File: src/rtl/keycode_tracker.sv
// keycode_tracker: debounced per-action key state from the raw HID keycode word, with
// frame-aligned snapshots taken on the rising edge of the asynchronous VGA vsync.
module keycode_tracker #(
  parameter int unsigned                 NUM_KEYS      = 2,
  parameter int unsigned                 NUM_ACTIONS   = 4,
  parameter logic [8*NUM_ACTIONS-1:0]    ACTION_CODES  = {8'h07, 8'h16, 8'h04, 8'h1A},
  parameter int unsigned                 STABLE_CYCLES = 4
) (
  input  logic                   Clk,
  input  logic                   Reset,
  input  logic [8*NUM_KEYS-1:0]  keycode,
  input  logic                   frame_clk,
  output logic [NUM_ACTIONS-1:0] held,
  output logic [NUM_ACTIONS-1:0] press_pulse,
  output logic [NUM_ACTIONS-1:0] release_pulse,
  output logic                   frame_tick,
  output logic [NUM_ACTIONS-1:0] frame_held,
  output logic [NUM_ACTIONS-1:0] frame_press,
  output logic                   rollover_err,
  output logic [7:0]             last_code
);

  localparam int unsigned CntW = $clog2(STABLE_CYCLES + 1);
  localparam logic [CntW-1:0] CntLast = CntW'(STABLE_CYCLES - 1);
  localparam logic [7:0] CodeNone     = 8'h00;
  localparam logic [7:0] CodeRollover = 8'h01;

  // Input register and decode state
  logic [8*NUM_KEYS-1:0]  kc_q;
  logic [NUM_ACTIONS-1:0] raw, raw_eff, raw_hold_q;
  logic                   any_err;

  // Debounce state
  logic [NUM_ACTIONS-1:0]           held_q, held_d;
  logic [NUM_ACTIONS-1:0]           press_q, press_d;
  logic [NUM_ACTIONS-1:0]           release_q, release_d;
  logic [NUM_ACTIONS-1:0][CntW-1:0] cnt_q, cnt_d;

  // Frame path state
  logic                   fs1_q, fs2_q, fs3_q, tick_q;
  logic [NUM_ACTIONS-1:0] press_acc_q, frame_held_q, frame_press_q;

  // Misc registered outputs
  logic       rollover_q;
  logic [7:0] last_code_q;

  // Capture the raw keycode word every cycle
  always_ff @(posedge Clk) begin
    if (Reset) begin
      kc_q <= '0;
    end else begin
      kc_q <= keycode;
    end
  end

  // Decode slots into per-action raw state; duplicates in several slots collapse to one press
  always_comb begin
    logic [7:0] slot;
    raw     = '0;
    any_err = 1'b0;
    slot    = '0;
    for (int i = 0; i < int'(NUM_KEYS); i++) begin
      slot = kc_q[8*i +: 8];
      if (slot == CodeRollover) begin
        any_err = 1'b1;
      end
      for (int a = 0; a < int'(NUM_ACTIONS); a++) begin
        if ((slot != CodeNone) && (slot == ACTION_CODES[8*a +: 8])) begin
          raw[a] = 1'b1;
        end
      end
    end
    // On ErrorRollOver the slot contents are meaningless, so freeze the last good view
    raw_eff = any_err ? raw_hold_q : raw;
  end

  // Remember the last error-free decode for use while rollover is reported
  always_ff @(posedge Clk) begin
    if (Reset) begin
      raw_hold_q <= '0;
    end else if (!any_err) begin
      raw_hold_q <= raw;
    end
  end

  // Per-action debounce: held flips only after STABLE_CYCLES consecutive disagreeing samples
  always_comb begin
    held_d    = held_q;
    press_d   = '0;
    release_d = '0;
    cnt_d     = '0;
    for (int a = 0; a < int'(NUM_ACTIONS); a++) begin
      if (raw_eff[a] != held_q[a]) begin
        if (cnt_q[a] == CntLast) begin
          held_d[a]    = raw_eff[a];
          press_d[a]   = raw_eff[a];
          release_d[a] = ~raw_eff[a];
        end else begin
          cnt_d[a] = cnt_q[a] + CntW'(1);
        end
      end
    end
  end

  // Debounce state registers
  always_ff @(posedge Clk) begin
    if (Reset) begin
      held_q    <= '0;
      press_q   <= '0;
      release_q <= '0;
      cnt_q     <= '0;
    end else begin
      held_q    <= held_d;
      press_q   <= press_d;
      release_q <= release_d;
      cnt_q     <= cnt_d;
    end
  end

  // Synchronise vsync, detect its rising edge and register the tick
  always_ff @(posedge Clk) begin
    if (Reset) begin
      fs1_q  <= 1'b0;
      fs2_q  <= 1'b0;
      fs3_q  <= 1'b0;
      tick_q <= 1'b0;
    end else begin
      fs1_q  <= frame_clk;
      fs2_q  <= fs1_q;
      fs3_q  <= fs2_q;
      tick_q <= fs2_q & ~fs3_q;
    end
  end

  // Accumulate presses between ticks and snapshot on each tick
  always_ff @(posedge Clk) begin
    if (Reset) begin
      press_acc_q   <= '0;
      frame_held_q  <= '0;
      frame_press_q <= '0;
    end else if (tick_q) begin
      // A press pulse coincident with the tick belongs to the frame being closed
      frame_press_q <= press_acc_q | press_q;
      frame_held_q  <= held_q;
      press_acc_q   <= '0;
    end else begin
      press_acc_q <= press_acc_q | press_q;
    end
  end

  // Rollover flag and last valid slot-0 code
  always_ff @(posedge Clk) begin
    if (Reset) begin
      rollover_q  <= 1'b0;
      last_code_q <= '0;
    end else begin
      rollover_q <= any_err;
      if ((kc_q[7:0] != CodeNone) && (kc_q[7:0] != CodeRollover)) begin
        last_code_q <= kc_q[7:0];
      end
    end
  end

  assign held          = held_q;
  assign press_pulse   = press_q;
  assign release_pulse = release_q;
  assign frame_tick    = tick_q;
  assign frame_held    = frame_held_q;
  assign frame_press   = frame_press_q;
  assign rollover_err  = rollover_q;
  assign last_code     = last_code_q;

endmodule
File: config.mk
export PLATFORM = sky130hd
export DESIGN_NAME = keycode_tracker
export DESIGN_NICKNAME = d
export VERILOG_FILES = /design/src/rtl/keycode_tracker.sv
export SDC_FILE = /design/constraint.sdc
export NUM_CORES = 1
export LEC_CHECK = 0
export BUFFER_PORTS_ARGS = -buffer_cell sky130_fd_sc_hd__buf_4
export CORE_UTILIZATION = 54
export CTS_BUF_LIST = sky130_fd_sc_hd__clkbuf_16
export DETAILED_ROUTE_END_ITERATION = 10
export PLACE_DENSITY = 0.8
export SETUP_SLACK_MARGIN = 0.5
export SYNTH_ARGS = -nofsm -noshare
export SYNTH_HDL_FRONTEND = slang
export SYNTH_SLANG_ARGS = --single-unit
File: constraint.sdc
create_clock -name Clk -period 2.6 [get_ports Clk]
set_input_delay 0.39 -clock Clk [delete_from_list [all_inputs] [get_ports Clk]]
set_output_delay 0.39 -clock Clk [all_outputs]
set_load 0.03 [all_outputs]
# Word level (Yosys, flattened, before mapping)
# Index checks and enable logic that the tools add are counted.
# totals
ff_bits	69
input_bits	19
wordCells	100
# op_classes
addsub	4
eq_ne	19
n_mux	11
bitwise_logic	15
reduce_logical	24
# op_table
operator	n
equality test 8 x 3 -> 1 bit (second input constant)	4
equality test 8 x 5 -> 1 bit (second input constant)	4
OR reduction 3 bit	8
equality test 8 x 1 -> 1 bit (second input constant)	2
nonzero test 8 bit	2
inverter 1 bit	13
adder 3 x 1 -> 3 bit (second input constant)	4
equality test 3 x 2 -> 1 bit (second input constant)	4
two-way mux 1 bit	10
logical AND 1 bit	9
!= test 8 x 1 -> 1 bit (second input constant)	1
AND reduction 2 bit	4
two-way mux 4 bit	1
!= test 1 bit	4
bitwise OR 4 bit	1
OR reduction 2 bit	1
AND 1 bit	1

# Depth between registers and ports, before layout
# logic_depth
word_depth	8
ltp_mapped	7
mapped_depth_nobuf	5

# Worst setup path after synthesis
# OpenSTA, ideal clock, no wires.
# synth_timing
kind	reg2reg
from	register kc_q[4]
to	register cnt_q[10] in the netlist's numbering
arrival_ns	1.667
t_required_ns	2.481
setup_slack_ns	0.814
path_stages_with_launch	8
period_less_slack_ns	1.786
cell_sequence	dfxtp_1 nor4_2 and3b_1 buf_4 a22o_1 buf_6 mux2_4 mux2i_1
# synth_via
elab_chain_cells	8
word_cells_on_any_way	12
classes_between	eq/ne (3); mux (5); bitwise (1); reduce/logical (3)
# synth_lines
element	line_no	source
start: declaration	29	logic [8*NUM_KEYS-1:0] kc_q;
start signal: assignment	52	kc_q <= keycode;
equality test 8 x 3 -> 1 bit / nonzero test 8 bit (equally long branches)	68	if ((slot != CodeNone) && (slot == ACTION_CODES[8*a +: 8])) begin
logical AND 1 bit	68	
two-way mux 1 bit (2 in a row)	68	
two-way mux 4 bit *	n/a	
!= test 1 bit *	93	if (raw_eff[a] != held_q[a]) begin
inverter 1 bit (no source line) *	n/a	
OR reduction 3 bit (no source line) *	n/a	
end signal: assignment	116	cnt_q <= cnt_d;
end: declaration	37	logic [NUM_ACTIONS-1:0][CntW-1:0] cnt_q, cnt_d;
# Every way passes the cells marked *; elsewhere a longest branch is shown, timed or not.
# A chain may end at the register's enable or synchronous reset.

# Final worst setup path
# layout_timing
from	register kc_q[13]
to	register cnt_q[4] in the netlist's numbering
# layout_via
elab_chain_cells	7
word_cells_on_any_way	10
classes_between	eq/ne (3); mux (3); bitwise (1); reduce/logical (3)
# layout_lines
element	line_no
equality test 8 x 3 -> 1 bit / nonzero test 8 bit (equally long branches)	68
logical AND 1 bit	68
two-way mux 1 bit	68
two-way mux 4 bit *	n/a
!= test 1 bit *	93
inverter 1 bit (no source line) *	n/a
OR reduction 3 bit (no source line) *	n/a
# Marks and branches as above.

==> impl_metrics.toml <==
[status]
outcome = "complete, no violations"

[synth]
synth_compound_area_frac = 0.0451
synth_top_area_frac = 0.529
synthesis.area_um2 = 2610
synth_top_family_by_area = "simple AND/OR/NAND/NOR gates"
synth_edf_count = 0
syn_area_per_cell_um2 = 9.85
async_flop_share = 0
synthCells = 265
synth_ff_type = "dfxtp_1"
synthTopCellsByArea = "dfxtp_1 53%, mux2i_1 8.1%, nor2_1 5.8%, nor2b_1 5.0%, ha_1 3.8%"
yosysUniqueCellTypes = 32
ys_warn_count = 0
synth-adder-area-share = 0.0384
synth_top_area_cell = "dfxtp_1"
synth_most_common_cell = "dfxtp_1"
synth_simple_gate_area_frac = 0.248
synth.area.mux_share = 0.104
synth_commonest_cells = "69 x dfxtp_1, 40 x nor2_1, 21 x mux2i_1, 21 x nor2b_1, 13 x nor3_1"
ys_seq_area_frac = 0.529
synth_xor_area_frac = 0
synth-seq-cells = 69
syn-num-nets = 292

[timing]
final_max_slew_viol_count = 0
finalSetupViolCount = 0
fin_ws_ns = 0.710
finalCriticalPeriod_ns = 1.89
report.final.hold_viol_count = 0
rsz0062_at_grt = "no"
tightestPinTransition_ns = 0.553
period_share = 0.727
slew_headroom = 0.626
holdWs_ns = 0.281
setup_tns_ns = 0
fin_skew_ns = 0.00561
max_freq_mhz = 529

[global_routing]
gr-usage-met2 = 0.364
antenna_found_initial = 0
met3_usage = 0.0534
overflow = 0
grt_pass1_vias = 1851
use_met1 = 0.242
track_usage = 0.211
top_usage_layer = "met2"
grt_start_max_net_pins = 57
grt_pass1_wl_um = 8190

[worst_setup_path]
cp-start-kind = "flop"
end_kind = "flop"
required_ns = 2.84
crit_path_max_fanout = 4
worst-path-buf-inv = 0
cp_top_family = "simple AND/OR/NAND/NOR gates"
slowest_delay_ns = 0.53
cp_slowest_cell = "or4_4"
crit_type = "flop to flop"
cp.arrival_ns = 2.13
crit_path_cell_trace = "or4_4 -> or4_1 -> nand2_1 -> mux2_4 -> mux2i_1"

[clock_tree]
clock_latency_ns = 0.32
clock_sinks = 69
cts_made_buffers = 9
htree_levels = 3
cts-root-buf = "clkbuf_16"
cts_tree = "built"
clk_pin_slew_ns = 0.05
cts_setup_buffers = 0
cts_hold_buf = 0
clk_path_buf_depth = 2

[cells_and_area]
fill_cells = 336
multi_input_area_um2 = 1140
stdcell_area_um2 = 3270
area_growth_pct = 25.4
register_area_um2 = 1380
n_antenna_cell = 0
fin_nets = 338
layout-drive-gt1-share = 0.222

[detailed_routing]
drcViolationCount = 0
avgViaCountPerCell = 5.25
wl_per_cell_um = 13.1
wl_um = 4840
ant_nets = 0
num_vias = 1933
drt_pass1_iterations = 4
first_iter_violations = 77

[die]
coreArea_um2 = 4500
chipHeight_um = 71.5
pin_count = 49
rows = 24
initial_core_util = 0.579
die_x_um = 71.5
dieArea_um2 = 5120

[power_and_ir_drop]
power_leakage_nw = 1.32
power_density_nw_per_um2 = 722
fin_total_pwr_mw = 2.36
ir_worst_vdd_mv = 0.449

[place]
port_buffers = 48
place_ws_ns = 0.388
place_congestion = 0.800
hpwlAfterDp_um = 3240
dpl_cell_area_um2 = 2980

[min_path]
hold_class = "primary input to flop"

[job]
drv_cap = 0
## power by group
group	internal, mW	total (mW)	switching (mW)
combinational	0.0591	0.126	0.0667
sequential	1.08	1.10	0.0189
clock	0.727	1.13	0.407
## layer usage
| layer | wire, um | share of wire | up-vias |
|---|---|---|---|
| met5 | 0 | 0 | - |
| met4 | 61 | 0.013 | 0 |
| met3 | 152 | 0.031 | 9 |
| met2 | 2450 | 0.51 | 37 |
| met1 | 2170 | 0.45 | 891 |
| li1 | - | - | 996 |
## through the flow
stage	instances	util
final	368	0.727
after global routing	368	0.727
after CTS	368	0.725
after detailed placement	352	0.661
after global placement	352	0.661
after floorplan	265	-
## cell usage in the layout, fill, tap and decap left out, drive strengths merged, types with 3 or more instances in the layout
cell / n
nand2: 11
nand3: 8
a211oi: 4
buf: 49
inv: 10
a21oi: 6
mux2: 4
dfxtp: 69
nor2b: 21
clkinv: 3
nor3: 13
o22ai: 4
mux2i: 21
nor2: 40
nand3b: 8
ha: 8
clkbuf: 9
nand2b: 10
## cell families after synthesis
logic type	Yosys count
AND/OR/NAND/NOR	122
flip-flops	69
multiplexers	25
buffers and inverters	22
AO/OA/AOI/OAI	19
adder cells (fa/ha/maj)	8
## state kept, by name (all words and copies together), names as in the netlist, 4 cells and up
register / flops
cnt_q: 12
press_pulse: 4
press_acc_q: 4
held: 4
release_pulse: 4
frame_held: 4
raw_hold_q: 4
last_code: 8
kc_q: 16
frame_press: 4
## layout make-up
type,count,area share
multi-input cells,174,0.350
clock buffers,9,0.0688
repair buffers,49,0.112
flip-flops and latches,69,0.422
inverters,8,0.00917
clock inverters,7,0.0180
well taps,52,0.0199
## timing repair
| item | in CTS | in global routing |
|---|---|---|
| resized for setup | 1 | 2 |
| endpoints found under the hold margin | 0 | 0 |
| setup endpoints to repair | 28 | 27 |
## final timing paths
| check | from | endpoint | slack [ns] | depth (start not counted) |
|---|---|---|---|---|
| worst min-delay path | keycode[9] | kc_q[9] | 0.28 | 2 |
| worst min register to register | fs3_q | frame_tick | 0.38 | 1 |
| worst max-delay path | kc_q[13] | cnt_q[4] | 0.71 | 5 |
| worst max register to register | kc_q[13] | cnt_q[4] | 0.71 | 5 |
Power figures use the tool's default switching activity.
